[config.mk]
export PLATFORM = sky130hd
export DESIGN_NAME = z80fi_retire_packer_flat
export DESIGN_NICKNAME = d
export VERILOG_FILES = /design/src/rtl/z80fi_retire_packer_pkg.sv /design/src/rtl/z80fi_retire_packer_if.sv /design/src/rtl/z80fi_retire_packer_mem_slot2.sv /design/src/rtl/z80fi_retire_packer.sv /design/src/flat_wrapper.sv
export SDC_FILE = /design/constraint.sdc
export NUM_CORES = 1
export LEC_CHECK = 0
export BUFFER_PORTS_ARGS = -buffer_cell sky130_fd_sc_hd__buf_2
export CAP_MARGIN = 10
export CORE_ASPECT_RATIO = 1.4
export CORE_MARGIN = 1.5
export CORE_UTILIZATION = 61
export CTS_BUF_LIST = sky130_fd_sc_hd__clkbuf_8
export DETAILED_ROUTE_END_ITERATION = 10
export PLACE_DENSITY = 0.88
export SYNTH_ARGS = -nofsm -noshare
export SYNTH_HDL_FRONTEND = slang
export SYNTH_SLANG_ARGS = --single-unit
[constraint.sdc]
create_clock -name clk -period 4.1 [get_ports clk]
set_clock_uncertainty 0.05 [all_clocks]
set_input_delay 0.205 -clock clk [delete_from_list [all_inputs] [get_ports clk]]
set_output_delay 0.205 -clock clk [all_outputs]
set_load 0.01 [all_outputs]
[src/rtl/z80fi_retire_packer_pkg.sv]
// Shared types and field widths for the Z80FI retire packer.
// Register numbers are the values carried on ev_reg_wnum / z80fi_reg_wnum.
package z80fi_retire_packer_pkg;

  typedef enum logic {
    ST_IDLE    = 1'b0,
    ST_COLLECT = 1'b1
  } state_t;

  localparam int ADDR_W   = 16;
  localparam int DATA_W   = 8;
  localparam int REG_W    = 16;
  localparam int REGNUM_W = 4;
  localparam int LEN_W    = 3;

  localparam logic [REGNUM_W-1:0] REG_B  = 4'd0;
  localparam logic [REGNUM_W-1:0] REG_A  = 4'd7;
  localparam logic [REGNUM_W-1:0] REG_HL = 4'd8;
  localparam logic [REGNUM_W-1:0] REG_F  = 4'd9;
  localparam logic [REGNUM_W-1:0] REG_PC = 4'd10;

endpackage

[src/rtl/z80fi_retire_packer_if.sv]
// Core-event inputs and retire-packet outputs of the packer.
// master = core/event source, slave = the packer.
interface z80fi_retire_packer_if
  import z80fi_retire_packer_pkg::*;
#(
  parameter int MAX_INSN_BYTES = 4
);
  logic                    ev_insn_start;
  logic [ADDR_W-1:0]       ev_pc;
  logic                    ev_fetch;
  logic [DATA_W-1:0]       ev_fetch_byte;
  logic                    ev_reg_wr;
  logic [REGNUM_W-1:0]     ev_reg_wnum;
  logic [REG_W-1:0]        ev_reg_wdata;
  logic                    ev_mem_rd;
  logic                    ev_mem_wr;
  logic [ADDR_W-1:0]       ev_mem_addr;
  logic [DATA_W-1:0]       ev_mem_data;
  logic                    ev_f_wr;
  logic [DATA_W-1:0]       ev_f_wdata;
  logic                    ev_insn_done;
  logic [ADDR_W-1:0]       ev_pc_next;

  logic                        z80fi_valid;
  logic [8*MAX_INSN_BYTES-1:0] z80fi_insn;
  logic [LEN_W-1:0]            z80fi_insn_len;
  logic [ADDR_W-1:0]           z80fi_pc_rdata;
  logic [ADDR_W-1:0]           z80fi_pc_wdata;
  logic                        z80fi_reg_wr;
  logic [REGNUM_W-1:0]         z80fi_reg_wnum;
  logic [REG_W-1:0]            z80fi_reg_wdata;
  logic                        z80fi_mem_rd;
  logic                        z80fi_mem_rd2;
  logic                        z80fi_mem_wr;
  logic                        z80fi_mem_wr2;
  logic [ADDR_W-1:0]           z80fi_mem_raddr;
  logic [ADDR_W-1:0]           z80fi_mem_raddr2;
  logic [ADDR_W-1:0]           z80fi_mem_waddr;
  logic [ADDR_W-1:0]           z80fi_mem_waddr2;
  logic [DATA_W-1:0]           z80fi_mem_rdata;
  logic [DATA_W-1:0]           z80fi_mem_rdata2;
  logic [DATA_W-1:0]           z80fi_mem_wdata;
  logic [DATA_W-1:0]           z80fi_mem_wdata2;
  logic                        z80fi_f_wr;
  logic [DATA_W-1:0]           z80fi_f_wdata;
  logic                        z80fi_overflow;

  modport master (
    output ev_insn_start, ev_pc, ev_fetch, ev_fetch_byte, ev_reg_wr, ev_reg_wnum,
           ev_reg_wdata, ev_mem_rd, ev_mem_wr, ev_mem_addr, ev_mem_data, ev_f_wr,
           ev_f_wdata, ev_insn_done, ev_pc_next,
    input  z80fi_valid, z80fi_insn, z80fi_insn_len, z80fi_pc_rdata, z80fi_pc_wdata,
           z80fi_reg_wr, z80fi_reg_wnum, z80fi_reg_wdata, z80fi_mem_rd, z80fi_mem_rd2,
           z80fi_mem_wr, z80fi_mem_wr2, z80fi_mem_raddr, z80fi_mem_raddr2,
           z80fi_mem_waddr, z80fi_mem_waddr2, z80fi_mem_rdata, z80fi_mem_rdata2,
           z80fi_mem_wdata, z80fi_mem_wdata2, z80fi_f_wr, z80fi_f_wdata, z80fi_overflow
  );

  modport slave (
    input  ev_insn_start, ev_pc, ev_fetch, ev_fetch_byte, ev_reg_wr, ev_reg_wnum,
           ev_reg_wdata, ev_mem_rd, ev_mem_wr, ev_mem_addr, ev_mem_data, ev_f_wr,
           ev_f_wdata, ev_insn_done, ev_pc_next,
    output z80fi_valid, z80fi_insn, z80fi_insn_len, z80fi_pc_rdata, z80fi_pc_wdata,
           z80fi_reg_wr, z80fi_reg_wnum, z80fi_reg_wdata, z80fi_mem_rd, z80fi_mem_rd2,
           z80fi_mem_wr, z80fi_mem_wr2, z80fi_mem_raddr, z80fi_mem_raddr2,
           z80fi_mem_waddr, z80fi_mem_waddr2, z80fi_mem_rdata, z80fi_mem_rdata2,
           z80fi_mem_wdata, z80fi_mem_wdata2, z80fi_f_wr, z80fi_f_wdata, z80fi_overflow
  );
endinterface

[src/rtl/z80fi_retire_packer_mem_slot2.sv]
// Two-entry first/second capture of memory accesses with overflow flag.
// Outputs are the "merged" view: stored state plus this cycle's old_hit.
module z80fi_mem_slot2
  import z80fi_retire_packer_pkg::*;
(
  input  logic              clk,
  input  logic              reset,
  input  logic              clear,
  input  logic              old_hit,
  input  logic              new_hit,
  input  logic [ADDR_W-1:0] addr,
  input  logic [DATA_W-1:0] data,
  output logic              v1,
  output logic [ADDR_W-1:0] a1,
  output logic [DATA_W-1:0] d1,
  output logic              v2,
  output logic [ADDR_W-1:0] a2,
  output logic [DATA_W-1:0] d2,
  output logic              ovf
);
  logic              v1_reg, v2_reg, ovf_reg;
  logic [ADDR_W-1:0] a1_reg, a2_reg;
  logic [DATA_W-1:0] d1_reg, d2_reg;
  logic              v1_next, v2_next, ovf_next;
  logic [ADDR_W-1:0] a1_next, a2_next;
  logic [DATA_W-1:0] d1_next, d2_next;

  always_comb begin
    v1 = v1_reg; a1 = a1_reg; d1 = d1_reg;
    v2 = v2_reg; a2 = a2_reg; d2 = d2_reg;
    ovf = ovf_reg;
    if (old_hit) begin
      if (!v1_reg) begin
        v1 = 1'b1; a1 = addr; d1 = data;
      end else if (!v2_reg) begin
        v2 = 1'b1; a2 = addr; d2 = data;
      end else begin
        ovf = 1'b1;
      end
    end
  end

  // A new instruction starts empty, optionally with its first access already in slot 1.
  always_comb begin
    v1_next = v1; a1_next = a1; d1_next = d1;
    v2_next = v2; a2_next = a2; d2_next = d2;
    ovf_next = ovf;
    if (clear) begin
      v1_next = new_hit;
      a1_next = new_hit ? addr : '0;
      d1_next = new_hit ? data : '0;
      v2_next = 1'b0; a2_next = '0; d2_next = '0;
      ovf_next = 1'b0;
    end
  end

  always_ff @(posedge clk) begin
    if (reset) begin
      v1_reg <= 1'b0; a1_reg <= '0; d1_reg <= '0;
      v2_reg <= 1'b0; a2_reg <= '0; d2_reg <= '0;
      ovf_reg <= 1'b0;
    end else begin
      v1_reg <= v1_next; a1_reg <= a1_next; d1_reg <= d1_next;
      v2_reg <= v2_next; a2_reg <= a2_next; d2_reg <= d2_next;
      ovf_reg <= ovf_next;
    end
  end
endmodule

[src/rtl/z80fi_retire_packer.sv]
// Collects per-M-cycle core events and emits one registered Z80FI retire packet
// the cycle after ev_insn_done.
module z80fi_retire_packer
  import z80fi_retire_packer_pkg::*;
#(
  parameter int MAX_INSN_BYTES = 4
)
(
  input  logic                  clk,
  input  logic                  reset,
  z80fi_retire_packer_if.slave  bus
);
  localparam int INSN_W = 8 * MAX_INSN_BYTES;
  localparam logic [LEN_W-1:0] LEN_MAX = LEN_W'(MAX_INSN_BYTES);

  state_t state_reg, state_next;

  always_ff @(posedge clk) begin
    if (reset) state_reg <= ST_IDLE;
    else       state_reg <= state_next;
  end

  always_comb begin
    state_next = state_reg;
    case (state_reg)
      ST_IDLE:    if (bus.ev_insn_start) state_next = ST_COLLECT;
      ST_COLLECT: if (bus.ev_insn_done && !bus.ev_insn_start) state_next = ST_IDLE;
      default:    state_next = ST_IDLE;
    endcase
  end

  logic collect, start, retire, old_fetch, new_fetch, new_other;
  assign collect   = (state_reg == ST_COLLECT);
  assign start     = bus.ev_insn_start;
  assign retire    = collect && bus.ev_insn_done;
  // On a start+done cycle only the fetch moves to the new instruction.
  assign old_fetch = collect && bus.ev_fetch && !start;
  assign new_fetch = start && bus.ev_fetch;
  assign new_other = start && !retire;

  logic [INSN_W-1:0]   insn_reg, insn_merged, insn_next;
  logic [LEN_W-1:0]    len_reg, len_merged, len_next;
  logic [ADDR_W-1:0]   pc_rdata_reg, pc_rdata_next;
  logic                reg_wr_reg, reg_wr_merged, reg_wr_next;
  logic [REGNUM_W-1:0] wnum_reg, wnum_merged, wnum_next;
  logic [REG_W-1:0]    wdata_reg, wdata_merged, wdata_next;
  logic                f_wr_reg, f_wr_merged, f_wr_next;
  logic [DATA_W-1:0]   f_wdata_reg, f_wdata_merged, f_wdata_next;
  logic                ovf_reg, ovf_merged, ovf_next;

  genvar gi;
  generate
    for (gi = 0; gi < MAX_INSN_BYTES; gi++) begin : g_byte
      assign insn_merged[gi*8 +: 8] = (old_fetch && len_reg == LEN_W'(gi)) ?
                                      bus.ev_fetch_byte : insn_reg[gi*8 +: 8];
    end
  endgenerate

  always_comb begin
    len_merged     = len_reg;
    ovf_merged     = ovf_reg;
    reg_wr_merged  = reg_wr_reg;
    wnum_merged    = wnum_reg;
    wdata_merged   = wdata_reg;
    f_wr_merged    = f_wr_reg;
    f_wdata_merged = f_wdata_reg;
    if (old_fetch) begin
      if (len_reg < LEN_MAX) len_merged = len_reg + LEN_W'(1);
      else                   ovf_merged = 1'b1;
    end
    if (collect && bus.ev_reg_wr) begin
      reg_wr_merged = 1'b1;
      wnum_merged   = bus.ev_reg_wnum;
      wdata_merged  = bus.ev_reg_wdata;
      if (reg_wr_reg) ovf_merged = 1'b1;
    end
    if (collect && bus.ev_f_wr) begin
      f_wr_merged    = 1'b1;
      f_wdata_merged = bus.ev_f_wdata;
    end
  end

  always_comb begin
    insn_next     = insn_merged;
    len_next      = len_merged;
    pc_rdata_next = pc_rdata_reg;
    reg_wr_next   = reg_wr_merged;
    wnum_next     = wnum_merged;
    wdata_next    = wdata_merged;
    f_wr_next     = f_wr_merged;
    f_wdata_next  = f_wdata_merged;
    ovf_next      = ovf_merged;
    if (start) begin
      insn_next      = '0;
      insn_next[7:0] = new_fetch ? bus.ev_fetch_byte : 8'h00;
      len_next       = new_fetch ? LEN_W'(1) : '0;
      pc_rdata_next  = bus.ev_pc;
      reg_wr_next    = new_other && bus.ev_reg_wr;
      wnum_next      = (new_other && bus.ev_reg_wr) ? bus.ev_reg_wnum : '0;
      wdata_next     = (new_other && bus.ev_reg_wr) ? bus.ev_reg_wdata : '0;
      f_wr_next      = new_other && bus.ev_f_wr;
      f_wdata_next   = (new_other && bus.ev_f_wr) ? bus.ev_f_wdata : '0;
      ovf_next       = 1'b0;
    end
  end

  always_ff @(posedge clk) begin
    if (reset) begin
      insn_reg <= '0; len_reg <= '0; pc_rdata_reg <= '0;
      reg_wr_reg <= 1'b0; wnum_reg <= '0; wdata_reg <= '0;
      f_wr_reg <= 1'b0; f_wdata_reg <= '0; ovf_reg <= 1'b0;
    end else begin
      insn_reg <= insn_next; len_reg <= len_next; pc_rdata_reg <= pc_rdata_next;
      reg_wr_reg <= reg_wr_next; wnum_reg <= wnum_next; wdata_reg <= wdata_next;
      f_wr_reg <= f_wr_next; f_wdata_reg <= f_wdata_next; ovf_reg <= ovf_next;
    end
  end

  logic              rd_v1, rd_v2, rd_ovf, wr_v1, wr_v2, wr_ovf;
  logic [ADDR_W-1:0] rd_a1, rd_a2, wr_a1, wr_a2;
  logic [DATA_W-1:0] rd_d1, rd_d2, wr_d1, wr_d2;

  z80fi_mem_slot2 u_rd_slots (
    .clk(clk), .reset(reset), .clear(start),
    .old_hit(collect && bus.ev_mem_rd), .new_hit(new_other && bus.ev_mem_rd),
    .addr(bus.ev_mem_addr), .data(bus.ev_mem_data),
    .v1(rd_v1), .a1(rd_a1), .d1(rd_d1), .v2(rd_v2), .a2(rd_a2), .d2(rd_d2), .ovf(rd_ovf)
  );

  z80fi_mem_slot2 u_wr_slots (
    .clk(clk), .reset(reset), .clear(start),
    .old_hit(collect && bus.ev_mem_wr), .new_hit(new_other && bus.ev_mem_wr),
    .addr(bus.ev_mem_addr), .data(bus.ev_mem_data),
    .v1(wr_v1), .a1(wr_a1), .d1(wr_d1), .v2(wr_v2), .a2(wr_a2), .d2(wr_d2), .ovf(wr_ovf)
  );

  logic valid_reg;
  // Reset landing on the retire cycle must still suppress the pulse.
  assign bus.z80fi_valid = valid_reg && !reset;

  always_ff @(posedge clk) begin
    if (reset) begin
      valid_reg <= 1'b0;
      bus.z80fi_insn <= '0; bus.z80fi_insn_len <= '0;
      bus.z80fi_pc_rdata <= '0; bus.z80fi_pc_wdata <= '0;
      bus.z80fi_reg_wr <= 1'b0; bus.z80fi_reg_wnum <= '0; bus.z80fi_reg_wdata <= '0;
      bus.z80fi_mem_rd <= 1'b0; bus.z80fi_mem_raddr <= '0; bus.z80fi_mem_rdata <= '0;
      bus.z80fi_mem_rd2 <= 1'b0; bus.z80fi_mem_raddr2 <= '0; bus.z80fi_mem_rdata2 <= '0;
      bus.z80fi_mem_wr <= 1'b0; bus.z80fi_mem_waddr <= '0; bus.z80fi_mem_wdata <= '0;
      bus.z80fi_mem_wr2 <= 1'b0; bus.z80fi_mem_waddr2 <= '0; bus.z80fi_mem_wdata2 <= '0;
      bus.z80fi_f_wr <= 1'b0; bus.z80fi_f_wdata <= '0; bus.z80fi_overflow <= 1'b0;
    end else begin
      valid_reg <= retire;
      if (retire) begin
        bus.z80fi_insn <= insn_merged; bus.z80fi_insn_len <= len_merged;
        bus.z80fi_pc_rdata <= pc_rdata_reg; bus.z80fi_pc_wdata <= bus.ev_pc_next;
        bus.z80fi_reg_wr <= reg_wr_merged; bus.z80fi_reg_wnum <= wnum_merged;
        bus.z80fi_reg_wdata <= wdata_merged;
        bus.z80fi_mem_rd <= rd_v1; bus.z80fi_mem_raddr <= rd_a1; bus.z80fi_mem_rdata <= rd_d1;
        bus.z80fi_mem_rd2 <= rd_v2; bus.z80fi_mem_raddr2 <= rd_a2; bus.z80fi_mem_rdata2 <= rd_d2;
        bus.z80fi_mem_wr <= wr_v1; bus.z80fi_mem_waddr <= wr_a1; bus.z80fi_mem_wdata <= wr_d1;
        bus.z80fi_mem_wr2 <= wr_v2; bus.z80fi_mem_waddr2 <= wr_a2; bus.z80fi_mem_wdata2 <= wr_d2;
        bus.z80fi_f_wr <= f_wr_merged; bus.z80fi_f_wdata <= f_wdata_merged;
        bus.z80fi_overflow <= ovf_merged || rd_ovf || wr_ovf;
      end
    end
  end
endmodule
[src/flat_wrapper.sv]
// flat-port wrapper written by rule: the top's interface ports become plain ports
module z80fi_retire_packer_flat import z80fi_retire_packer_pkg::*;
#(
  parameter int MAX_INSN_BYTES = 4
)
  (clk, reset, bus_ev_insn_start, bus_ev_pc, bus_ev_fetch, bus_ev_fetch_byte, bus_ev_reg_wr, bus_ev_reg_wnum, bus_ev_reg_wdata, bus_ev_mem_rd, bus_ev_mem_wr, bus_ev_mem_addr, bus_ev_mem_data, bus_ev_f_wr, bus_ev_f_wdata, bus_ev_insn_done, bus_ev_pc_next, bus_z80fi_valid, bus_z80fi_insn, bus_z80fi_insn_len, bus_z80fi_pc_rdata, bus_z80fi_pc_wdata, bus_z80fi_reg_wr, bus_z80fi_reg_wnum, bus_z80fi_reg_wdata, bus_z80fi_mem_rd, bus_z80fi_mem_rd2, bus_z80fi_mem_wr, bus_z80fi_mem_wr2, bus_z80fi_mem_raddr, bus_z80fi_mem_raddr2, bus_z80fi_mem_waddr, bus_z80fi_mem_waddr2, bus_z80fi_mem_rdata, bus_z80fi_mem_rdata2, bus_z80fi_mem_wdata, bus_z80fi_mem_wdata2, bus_z80fi_f_wr, bus_z80fi_f_wdata, bus_z80fi_overflow);
  z80fi_retire_packer_if #(.MAX_INSN_BYTES(MAX_INSN_BYTES)) bus_i ();
  input  logic clk;
  input  logic reset;
  input wire logic [$bits(bus_i.ev_insn_start)-1:0] bus_ev_insn_start;
  input wire logic [$bits(bus_i.ev_pc)-1:0] bus_ev_pc;
  input wire logic [$bits(bus_i.ev_fetch)-1:0] bus_ev_fetch;
  input wire logic [$bits(bus_i.ev_fetch_byte)-1:0] bus_ev_fetch_byte;
  input wire logic [$bits(bus_i.ev_reg_wr)-1:0] bus_ev_reg_wr;
  input wire logic [$bits(bus_i.ev_reg_wnum)-1:0] bus_ev_reg_wnum;
  input wire logic [$bits(bus_i.ev_reg_wdata)-1:0] bus_ev_reg_wdata;
  input wire logic [$bits(bus_i.ev_mem_rd)-1:0] bus_ev_mem_rd;
  input wire logic [$bits(bus_i.ev_mem_wr)-1:0] bus_ev_mem_wr;
  input wire logic [$bits(bus_i.ev_mem_addr)-1:0] bus_ev_mem_addr;
  input wire logic [$bits(bus_i.ev_mem_data)-1:0] bus_ev_mem_data;
  input wire logic [$bits(bus_i.ev_f_wr)-1:0] bus_ev_f_wr;
  input wire logic [$bits(bus_i.ev_f_wdata)-1:0] bus_ev_f_wdata;
  input wire logic [$bits(bus_i.ev_insn_done)-1:0] bus_ev_insn_done;
  input wire logic [$bits(bus_i.ev_pc_next)-1:0] bus_ev_pc_next;
  output wire logic [$bits(bus_i.z80fi_valid)-1:0] bus_z80fi_valid;
  output wire logic [$bits(bus_i.z80fi_insn)-1:0] bus_z80fi_insn;
  output wire logic [$bits(bus_i.z80fi_insn_len)-1:0] bus_z80fi_insn_len;
  output wire logic [$bits(bus_i.z80fi_pc_rdata)-1:0] bus_z80fi_pc_rdata;
  output wire logic [$bits(bus_i.z80fi_pc_wdata)-1:0] bus_z80fi_pc_wdata;
  output wire logic [$bits(bus_i.z80fi_reg_wr)-1:0] bus_z80fi_reg_wr;
  output wire logic [$bits(bus_i.z80fi_reg_wnum)-1:0] bus_z80fi_reg_wnum;
  output wire logic [$bits(bus_i.z80fi_reg_wdata)-1:0] bus_z80fi_reg_wdata;
  output wire logic [$bits(bus_i.z80fi_mem_rd)-1:0] bus_z80fi_mem_rd;
  output wire logic [$bits(bus_i.z80fi_mem_rd2)-1:0] bus_z80fi_mem_rd2;
  output wire logic [$bits(bus_i.z80fi_mem_wr)-1:0] bus_z80fi_mem_wr;
  output wire logic [$bits(bus_i.z80fi_mem_wr2)-1:0] bus_z80fi_mem_wr2;
  output wire logic [$bits(bus_i.z80fi_mem_raddr)-1:0] bus_z80fi_mem_raddr;
  output wire logic [$bits(bus_i.z80fi_mem_raddr2)-1:0] bus_z80fi_mem_raddr2;
  output wire logic [$bits(bus_i.z80fi_mem_waddr)-1:0] bus_z80fi_mem_waddr;
  output wire logic [$bits(bus_i.z80fi_mem_waddr2)-1:0] bus_z80fi_mem_waddr2;
  output wire logic [$bits(bus_i.z80fi_mem_rdata)-1:0] bus_z80fi_mem_rdata;
  output wire logic [$bits(bus_i.z80fi_mem_rdata2)-1:0] bus_z80fi_mem_rdata2;
  output wire logic [$bits(bus_i.z80fi_mem_wdata)-1:0] bus_z80fi_mem_wdata;
  output wire logic [$bits(bus_i.z80fi_mem_wdata2)-1:0] bus_z80fi_mem_wdata2;
  output wire logic [$bits(bus_i.z80fi_f_wr)-1:0] bus_z80fi_f_wr;
  output wire logic [$bits(bus_i.z80fi_f_wdata)-1:0] bus_z80fi_f_wdata;
  output wire logic [$bits(bus_i.z80fi_overflow)-1:0] bus_z80fi_overflow;
  assign bus_i.ev_insn_start = bus_ev_insn_start;
  assign bus_i.ev_pc = bus_ev_pc;
  assign bus_i.ev_fetch = bus_ev_fetch;
  assign bus_i.ev_fetch_byte = bus_ev_fetch_byte;
  assign bus_i.ev_reg_wr = bus_ev_reg_wr;
  assign bus_i.ev_reg_wnum = bus_ev_reg_wnum;
  assign bus_i.ev_reg_wdata = bus_ev_reg_wdata;
  assign bus_i.ev_mem_rd = bus_ev_mem_rd;
  assign bus_i.ev_mem_wr = bus_ev_mem_wr;
  assign bus_i.ev_mem_addr = bus_ev_mem_addr;
  assign bus_i.ev_mem_data = bus_ev_mem_data;
  assign bus_i.ev_f_wr = bus_ev_f_wr;
  assign bus_i.ev_f_wdata = bus_ev_f_wdata;
  assign bus_i.ev_insn_done = bus_ev_insn_done;
  assign bus_i.ev_pc_next = bus_ev_pc_next;
  assign bus_z80fi_valid = bus_i.z80fi_valid;
  assign bus_z80fi_insn = bus_i.z80fi_insn;
  assign bus_z80fi_insn_len = bus_i.z80fi_insn_len;
  assign bus_z80fi_pc_rdata = bus_i.z80fi_pc_rdata;
  assign bus_z80fi_pc_wdata = bus_i.z80fi_pc_wdata;
  assign bus_z80fi_reg_wr = bus_i.z80fi_reg_wr;
  assign bus_z80fi_reg_wnum = bus_i.z80fi_reg_wnum;
  assign bus_z80fi_reg_wdata = bus_i.z80fi_reg_wdata;
  assign bus_z80fi_mem_rd = bus_i.z80fi_mem_rd;
  assign bus_z80fi_mem_rd2 = bus_i.z80fi_mem_rd2;
  assign bus_z80fi_mem_wr = bus_i.z80fi_mem_wr;
  assign bus_z80fi_mem_wr2 = bus_i.z80fi_mem_wr2;
  assign bus_z80fi_mem_raddr = bus_i.z80fi_mem_raddr;
  assign bus_z80fi_mem_raddr2 = bus_i.z80fi_mem_raddr2;
  assign bus_z80fi_mem_waddr = bus_i.z80fi_mem_waddr;
  assign bus_z80fi_mem_waddr2 = bus_i.z80fi_mem_waddr2;
  assign bus_z80fi_mem_rdata = bus_i.z80fi_mem_rdata;
  assign bus_z80fi_mem_rdata2 = bus_i.z80fi_mem_rdata2;
  assign bus_z80fi_mem_wdata = bus_i.z80fi_mem_wdata;
  assign bus_z80fi_mem_wdata2 = bus_i.z80fi_mem_wdata2;
  assign bus_z80fi_f_wr = bus_i.z80fi_f_wr;
  assign bus_z80fi_f_wdata = bus_i.z80fi_f_wdata;
  assign bus_z80fi_overflow = bus_i.z80fi_overflow;
  z80fi_retire_packer #(.MAX_INSN_BYTES(MAX_INSN_BYTES)) u_core (.clk(clk), .reset(reset), .bus(bus_i));
endmodule
==> run_results.csv, run 1 <==
group,metric,value,unit
status,status,"finished, final reports clean",
clock_tree,cts.clk_slew.worst_paths,70,ps
placement,hpwl,24100,µm
worst_setup_path,arrival,3210,ps
yosys,ys_top_cells_by_area,"dfxtp_1 54%, mux2i_1 9.4%, a211oi_1 6.6%",
global_route,grt_pass1_vias,12900,
clock_tree,cts_setup_buffers,0,
yosys,synth_edf_count,0,
clock_tree,cts_tree,"yes",
detailed_routing,viasPerCell,6.01,
worst_setup_path,cpMostUsedCell,"buf_4",
pwr,p_total,7.77,mW
worst_setup_path,crit_path_max_fanout,20,
sta,setup_violations,0,
placement,dp_slack,1430,ps
yosys,synth.avg_cell_area,9.93,µm²
clock_tree,clk_latency,580,ps
yosys,yosysSeqAreaShare,0.544,
layout,drive_gt1_frac,0.224,
global_route,grt_pass1_wl,66200,µm
sta,tightest_slew,1210,ps
detailed_routing,wl,42000,µm
yosys,synthArstFlopShare,0,
sta,min_period,2780,ps
floorplan,num_rows,65,
worst_setup_path,critPathSlowestCell,"nand4b_1",
worst_hold_path,min_path_type,"primary input to register",
global_route,grt_max_degree,187,
sta,fin_ws,1320,ps
sta,period_share,0.678,
detailed_routing,drcViolationCount,0,
detailed_routing,ant_nets,0,
yosys,syn-cell-area,14100,µm²
yosys,yosysUniqueCellTypes,42,
worst_setup_path,cp.required,4530,ps
worst_setup_path,end_kind,"register",
yosys,synth_ff_type,"dfxtp_1",
yosys,postSynthNetCount,1529,
yosys,ys_ff_latch,384,
detailed_routing,wl_per_cell,20.0,µm
layout,diodes,0,
yosys,netlist_instances,1424,
clock_tree,cts_made_buffers,53,
clock_tree,cts.sinks,384,
global_route,grt_antenna_before_repair,0,
detailed_routing,vias,12600,
sta,max_freq,0.360,GHz
global_route,gr-usage-all-layers,0.337,
worst_setup_path,reg2reg_slack,1320,ps
worst_setup_path,crit_chain,"buf_4 -> nand4b_1 -> buf_4 -> mux2i_1 -> a211oi_1",
job,drv_cap,0,
yosys,yosys.area.top_type,"dfxtp_1",
sta,relSlewSlack,0.196,
sta,tns,0,ps
floorplan,core,22600,µm²
floorplan,die_x,132,µm
clock_tree,cts-hold-fix-buffers,98,
sta,holdWs,155,ps
pwr,power.density,443,nW/µm²
clock_tree,ctsLongestPathBuffers,3,
worst_setup_path,cp.buffers_inverters,2,
worst_setup_path,critPathTopFamily,"buffers and inverters",
placement,port_buffers,299,
pwr,power_leakage,7.84,nW
clock_tree,ctsResizeCount,0,
sta,rsz0062_at_grt,"no",
clock_tree,h-tree-depth,2,
pwr,irDropWorstVdd,346,µV
yosys,yosys_warnings,0,
worst_setup_path,slowest_delay,690,ps
layout,area_growth,24.2,%
sta,finalMaxSlewViolations,0,
detailed_routing,drt_iter0_drc,946,
placement,place.gp.congestion,0.859,
floorplan,dieArea,24100,µm²
sta,hold_violations,0,
layout,nets,1864,
detailed_routing,drt_first_pass_iters,5,
worst_setup_path,path_class,"register to register",
floorplan,ioPinCount,300,
yosys,yosysTopAreaCellShare,0.544,
clock_tree,root_buffer,"clkbuf_8",
worst_setup_path,startpoint_type,"register",
global_route,grt_remaining_overflow,0,
floorplan,start_util,0.625,
floorplan,die_y,183,µm
[cell families (layout without fill, tap and decap cells)]
family,count (synthesis),count (layout),synth area share
compound gates,389,389,0.195
flops,384,384,0.544
simple gates,375,375,0.113
buf+inv,138,513,0.0497
mux,133,133,0.0942
fa+ha+maj,4,4,0.00354
xor+xnor,1,1,0.000620
[metrics by stage]
step                      area (µm²)  utilization  std cells
after CTS                      17500        0.776       2100
after detailed placement       15500        0.685       1907
after global routing           17500        0.776       2100
after global placement         15500        0.685       1907
final                          17500        0.776       2100
after floorplan                14100            -       1424
[cell usage after synthesis (all sizes together) (8+ instances only)]
cell type / count
o21bai: 24
nand3: 49
buf: 80
nor2: 220
a21oi: 69
a31oi: 34
a311oi: 18
o211ai: 8
dfxtp: 384
o21ai: 32
a211oi: 125
a22o: 76
mux2i: 133
nand2: 74
clkbuf: 52
[final cells by class]
class                   instances  area [µm²]
multi-input cells             902        5760
clock inverters                27         143
well taps                     301         377
flip-flops and latches        384        7690
repair buffers                412        2620
clock buffers                  68         936
inverters                       6        22.5
fillers                      1397        5060
[cell usage in the layout (no fill, tap or decap), types with 18 or more instances in the layout]
cell type,Yosys,routed
dfxtp_1,384,384
a311oi_1,18,18
dlygate4sd3_1,0,98
mux2i_1,133,133
nor2_1,220,220
o21ai_0,29,29
a211oi_1,125,125
a21oi_1,66,66
buf_2,52,298
inv_1,6,24
a22o_1,76,76
o21bai_1,24,24
clkbuf_8,0,68
a31oi_1,34,34
nand2_1,74,74
nand3_1,49,49
[per-layer routing]
metal	track usage	wire (µm)
met1	0.380	15600
met2	0.600	21100
met3	0.0674	3090
met4	0.184	2240
met5	0	0
[power by group]
part | switching [mW] | total [mW] | internal (mW)
registers | 0.0990 | 3.98 | 3.89
clock network | 1.42 | 2.97 | 1.55
logic | 0.480 | 0.817 | 0.337
total | 2.00 | 7.77 | 5.77
[final timing paths]
check                                         to  depth (start not counted)                    from
hold / removal                    u_core.collect                          2                   reset
setup reg to reg  u_core.bus.z80fi_mem_raddr2[9]                          5          u_core.collect
hold reg to reg     u_core.bus.z80fi_pc_rdata[7]                          2  u_core.pc_rdata_reg[7]
setup / recovery  u_core.bus.z80fi_mem_raddr2[9]                          5          u_core.collect
Note: power is estimated with default switching activity, not from simulation.
==> run 2, diff against run 1 <==
--- a/config.mk
+++ b/config.mk
@@ -9,10 +9,10 @@
 export CAP_MARGIN = 10
 export CORE_ASPECT_RATIO = 1.4
 export CORE_MARGIN = 1.5
-export CORE_UTILIZATION = 61
+export CORE_UTILIZATION = 56
 export CTS_BUF_LIST = sky130_fd_sc_hd__clkbuf_8
 export DETAILED_ROUTE_END_ITERATION = 10
-export PLACE_DENSITY = 0.88
+export PLACE_DENSITY = 0.82
 export SYNTH_ARGS = -nofsm -noshare
 export SYNTH_HDL_FRONTEND = slang
 export SYNTH_SLANG_ARGS = --single-unit
==> constraint.sdc (replaced) <==
create_clock -name clk -period 2.68 [get_ports clk]
set_clock_uncertainty 0.05 [all_clocks]
set_input_delay 0.134 -clock clk [delete_from_list [all_inputs] [get_ports clk]]
set_output_delay 0.134 -clock clk [all_outputs]
set_load 0.01 [all_outputs]
==> run_results.csv, run 2 (synthesis gave the netlist of run 1 again) <==
group,metric,value,unit
detailed_routing,viasPerCell,5.80,
sta,min_period,2170,ps
detailed_routing,wl,40100,µm
sta,rsz0062_at_grt,"no",
sta,finalMaxSlewViolations,0,
detailed_routing,vias,12400,
worst_setup_path,path_class,"primary input to output pin",
global_route,gr-usage-all-layers,0.296,
layout,drive_gt1_frac,0.231,
layout,fill_cells,1715,
layout,mostFrequentLayoutCell,"dfxtp_1",
global_route,grt_remaining_overflow,0,
layout,nets,1882,
global_route,grt_pass1_wl,61700,µm
detailed_routing,drt_iter0_drc,685,
clock_tree,cts.clk_slew.worst_paths,70,ps
status,status,"finished, final reports clean",
placement,port_buffers,299,
worst_setup_path,slowest_delay,670,ps
sta,setup_violations,0,
detailed_routing,drcViolationCount,0,
clock_tree,ctsResizeCount,0,
worst_setup_path,critPathSlowestCell,"buf_4",
worst_hold_path,hold_depth,3,
pwr,irDropWorstVdd,515,µV
floorplan,dieArea,26200,µm²
worst_setup_path,rr_endpoint,"u_core.bus.z80fi_mem_raddr2[14]",
clock_tree,cts_setup_buffers,0,
worst_setup_path,arrival,1990,ps
clock_tree,ctsLongestPathBuffers,3,
worst_setup_path,startpoint_type,"primary input",
detailed_routing,wl_per_cell,18.8,µm
floorplan,core,24800,µm²
layout,diodes,0,
placement,place.gp.congestion,0.849,
sta,tns,0,ps
floorplan,start_util,0.571,
sta,tightest_slew,1030,ps
sta,hold_violations,0,
global_route,grt_antenna_before_repair,0,
worst_setup_path,crit_path_max_fanout,78,
clock_tree,cts-hold-fix-buffers,100,
worst_hold_path,hp-start,"bus_ev_reg_wnum[1]",
worst_setup_path,reg2reg_from,"u_core.collect",
sta,relSlewSlack,0.307,
sta,max_freq,0.460,GHz
placement,hpwl,24500,µm
worst_setup_path,cp.required,2500,ps
worst_setup_path,crit_chain,"dlygate4sd3_1 -> buf_6 -> buf_4 -> nor2b_1 -> buf_2",
worst_hold_path,min_path_type,"primary input to register",
layout,final_cell_mix,"384 x dfxtp_1, 298 x buf_2, 220 x nor2_1, 133 x mux2i_1, 125 x a211oi_1",
global_route,grt_max_degree,119,
layout,area_growth,25.6,%
worst_setup_path,rr_worst_depth,6,
detailed_routing,drt_first_pass_iters,5,
clock_tree,cts_tree,"yes",
worst_setup_path,end_kind,"output pin",
clock_tree,cts_made_buffers,55,
detailed_routing,ant_nets,0,
clock_tree,cts.sinks,384,
clock_tree,h-tree-depth,2,
sta,holdWs,256,ps
worst_hold_path,hold-path-endpoint,"u_core.wnum_reg[1]",
job,drv_cap,0,
clock_tree,clk_latency,600,ps
floorplan,num_rows,68,
sta,period_share,0.811,
pwr,power.density,680,nW/µm²
pwr,power_leakage,7.94,nW
worst_setup_path,reg2reg_slack,660,ps
floorplan,die_y,191,µm
floorplan,die_x,137,µm
clock_tree,root_buffer,"clkbuf_8",
floorplan,ioPinCount,300,
global_route,grt_pass1_vias,12200,
## run 2: changes by cell type in the layout (fill, tap and decap cells not counted), sizes merged
| cell | delta |
|---|---|
| buf | +14 |
| bufinv | +1 |
| dlygate4sd3 | +2 |
| inv | +2 |
## run 2: worst max-delay path, delay by kind of cell
kind	cells	cell delay [ps]
buffers and inverters	4	1650
and+or+nand+nor	1	110
## run 2: cell type report
cell class | count | area [µm²] | share of cell area
Inverter | 6 | 22.5 | 0.00127
Clock buffer | 68 | 936 | 0.0527
Tap cell | 315 | 394 | 0.0222
Multi-Input combinational cell | 902 | 5760 | 0.325
Clock inverter | 30 | 190 | 0.0107
Sequential cell | 384 | 7690 | 0.433
Timing Repair Buffer | 428 | 2760 | 0.155
## run 2: metrics by stage
| stage | power (mW) | util | instance area [µm²] | setup slack, ps | std cells |
|---|---|---|---|---|---|
| 2_1_floorplan | 6.87 | - | 14100 | 995 | 1424 |
| 3_5_place_dp | 7.31 | 0.631 | 15600 | 689 | 1935 |
| 5_1_grt | 12.5 | 0.717 | 17800 | 445 | 2133 |
| 4_1_cts | 12.1 | 0.717 | 17800 | 582 | 2133 |
| 6_report | 12.1 | 0.717 | 17800 | 506 | 2133 |
| 3_3_place_gp | 7.28 | 0.631 | 15600 | 781 | 1935 |
## run 2: layer usage
layer	up-vias	share of wire	global-route usage
met4	0	0.044	0.147
met1	5863	0.37	0.328
met5	-	0	0
met2	527	0.51	0.520
met3	125	0.077	0.0743
li1	5850	-	-
## run 2: worst max-delay path by stage
stage                                   to               from
2_1_floorplan     u_core.bus.z80fi_insn[5]  u_core.len_reg[0]
3_3_place_gp   u_core.u_wr_slots.d1_reg[0]  bus_ev_insn_start
3_5_place_dp   u_core.u_wr_slots.d1_reg[1]  bus_ev_insn_start
4_1_cts                    bus_z80fi_valid              reset
5_1_grt                    bus_z80fi_valid              reset
6_report                   bus_z80fi_valid              reset
## run 2: power breakdown
part	internal [mW]	total [mW]	leakage (nW)	switching, mW
logic	0.528	1.26	4.17	0.730
registers	5.94	6.08	3.13	0.136
clock network	2.49	4.72	0.646	2.24
==> run 3, diff against run 2 <==
--- a/config.mk
+++ b/config.mk
@@ -9,10 +9,10 @@
 export CAP_MARGIN = 10
 export CORE_ASPECT_RATIO = 1.4
 export CORE_MARGIN = 1.5
-export CORE_UTILIZATION = 56
+export CORE_UTILIZATION = 51
 export CTS_BUF_LIST = sky130_fd_sc_hd__clkbuf_8
 export DETAILED_ROUTE_END_ITERATION = 10
-export PLACE_DENSITY = 0.82
+export PLACE_DENSITY = 0.78
 export SYNTH_ARGS = -nofsm -noshare
 export SYNTH_HDL_FRONTEND = slang
 export SYNTH_SLANG_ARGS = --single-unit
==> constraint.sdc (replaced) <==
create_clock -name clk -period 1.9 [get_ports clk]
set_clock_uncertainty 0.05 [all_clocks]
set_input_delay 0.095 -clock clk [delete_from_list [all_inputs] [get_ports clk]]
set_output_delay 0.095 -clock clk [all_outputs]
set_load 0.01 [all_outputs]
==> run_results.csv, run 3 (synthesis gave the netlist of run 1 again) <==
group,metric,value,unit
worst_setup_path,end_kind,"register",
placement,port_buffers,299,
worst_setup_path,cpMostUsedCell,"dlygate4sd3_1",
worst_setup_path,path_class,"primary input to register",
global_route,grt_max_degree,91,
sta,rsz0062_at_grt,"no",
worst_setup_path,crit_chain,"dlygate4sd3_1 -> buf_2 -> buf_4 -> inv_1 -> a21oi_1 -> dlygate4sd3_1",
clock_tree,cts.clk_slew.worst_paths,60,ps
placement,place.gp.congestion,0.848,
layout,nets,1899,
pwr,power_leakage,8.08,nW
worst_setup_path,slowest_delay,600,ps
clock_tree,cts.sinks,384,
clock_tree,clk_latency,630,ps
sta,hold_violations,0,
floorplan,ioPinCount,300,
sta,tns,0,ps
floorplan,die_y,200,µm
layout,area_growth,28.1,%
floorplan,die_x,144,µm
sta,holdWs,199,ps
floorplan,dieArea,28700,µm²
global_route,grt_antenna_before_repair,0,
clock_tree,root_buffer,"clkbuf_8",
global_route,gr-usage-all-layers,0.271,
clock_tree,ctsLongestPathBuffers,3,
pwr,irDropWorstVdd,623,µV
job,drv_cap,0,
floorplan,core,27100,µm²
pwr,power.density,928,nW/µm²
detailed_routing,drcViolationCount,0,
placement,hpwl,24800,µm
status,status,"finished, final reports clean",
layout,diodes,0,
sta,min_period,1780,ps
worst_hold_path,min_path_type,"primary input to register",
worst_setup_path,crit_path_max_fanout,16,
worst_setup_path,startpoint_type,"primary input",
global_route,grt_pass1_vias,12000,
global_route,grt_remaining_overflow,0,
sta,relSlewSlack,0.544,
detailed_routing,drt_iter0_drc,806,
layout,mostFrequentLayoutCell,"dfxtp_1",
worst_setup_path,cp.buffers_inverters,5,
sta,period_share,0.936,
clock_tree,h-tree-depth,2,
detailed_routing,ant_nets,0,
worst_setup_path,critPathTopFamily,"buffers and inverters",
clock_tree,cts_made_buffers,56,
detailed_routing,viasPerCell,5.68,
floorplan,start_util,0.522,
detailed_routing,wl_per_cell,18.6,µm
layout,final_cell_mix,"383 x dfxtp_1, 298 x buf_2, 220 x nor2_1, 133 x mux2i_1, 125 x a211oi_1",
worst_setup_path,arrival,2220,ps
sta,setup_violations,0,
sta,max_freq,0.562,GHz
detailed_routing,drt_first_pass_iters,5,
worst_setup_path,critPathSlowestCell,"dlygate4sd3_1",
global_route,grt_pass1_wl,61900,µm
sta,tightest_slew,683,ps
sta,finalMaxSlewViolations,0,
worst_setup_path,cp.required,2350,ps
detailed_routing,vias,12500,
detailed_routing,wl,40900,µm
floorplan,num_rows,71,
layout,drive_gt1_frac,0.235,
clock_tree,cts_tree,"yes",
worst_setup_path,reg2reg_slack,130,ps
run 3: cell count changes in the layout (fill, tap and decap cells not counted):
cell / previous run / this run
clkinv_2: 6 / 4
buf_6: 1 / 2
buf_12: 3 / 12
dfxtp_1: 384 / 383
buf_4: 26 / 25
inv_8: 0 / 1
dlygate4sd3_1: 100 / 102
bufinv_16: 2 / 0
inv_6: 2 / 1
dfxtp_2: 0 / 1
inv_1: 24 / 29
buf_16: 0 / 3
clkbuf_16: 0 / 2
run 3: area by class of cell:
cell class / instances / area (µm²)
Tap cell: 365 / 457
Clock inverter: 31 / 141
Clock buffer: 68 / 936
Sequential cell: 384 / 7690
Inverter: 6 / 22.5
Multi-Input combinational cell: 902 / 5760
Timing Repair Buffer: 444 / 3100
Fill cell: 2058 / 8990
run 3: what timing repair did:
| action | in CTS | in global routing |
|---|---|---|
| gates resized for setup | 0 | 5 |
| hold buffers | 102 | 0 |
| setup buffers | 0 | 3 |
| hold endpoints to repair | 358 | 0 |
| setup endpoints to repair | 0 | 27 |
run 3: final timing paths:
check                               start  cells past startpoint                             to
hold reg to reg   u_core.pc_rdata_reg[12]                      2  u_core.bus.z80fi_pc_rdata[12]
setup reg to reg        u_core.len_reg[0]                      5       u_core.bus.z80fi_insn[6]
setup / recovery        bus_ev_insn_start                      6                 u_core.collect
hold / removal               bus_ev_pc[9]                      4         u_core.pc_rdata_reg[9]
run 3: through the flow:
step	util	worst slack, ps	cell area, µm²	std cells	power (mW)
2_1_floorplan	-	215	14100	1424	9.69
3_3_place_gp	0.587	222	15900	1994	10.3
3_5_place_dp	0.587	119	15900	1994	10.4
4_1_cts	0.664	48.9	18000	2195	16.8
5_1_grt	0.668	54.0	18100	2200	17.4
6_report	0.668	122	18100	2200	16.8
run 3: layer usage:
| layer | GRT usage | vias up | part of all wire |
|---|---|---|---|
| li1 | - | 5857 | - |
| met5 | 0 | - | 0 |
| met2 | 0.476 | 496 | 0.50 |
| met4 | 0.130 | 0 | 0.041 |
| met3 | 0.0661 | 118 | 0.068 |
| met1 | 0.306 | 6020 | 0.39 |
run 3: tightest hold or removal path, cell delays in order:
cell and delay [ps]:
dlygate4sd3_1 510, buf_2 100, mux2i_1 60, nor2_1 70
run 3: report_power, final:
part	internal (mW)	leakage (nW)	switching, mW	total (mW)
sequential	8.39	3.13	0.196	8.58
combinational	0.804	4.31	1.05	1.85
clock	3.23	0.638	3.13	6.36
total	12.4	8.08	4.38	16.8
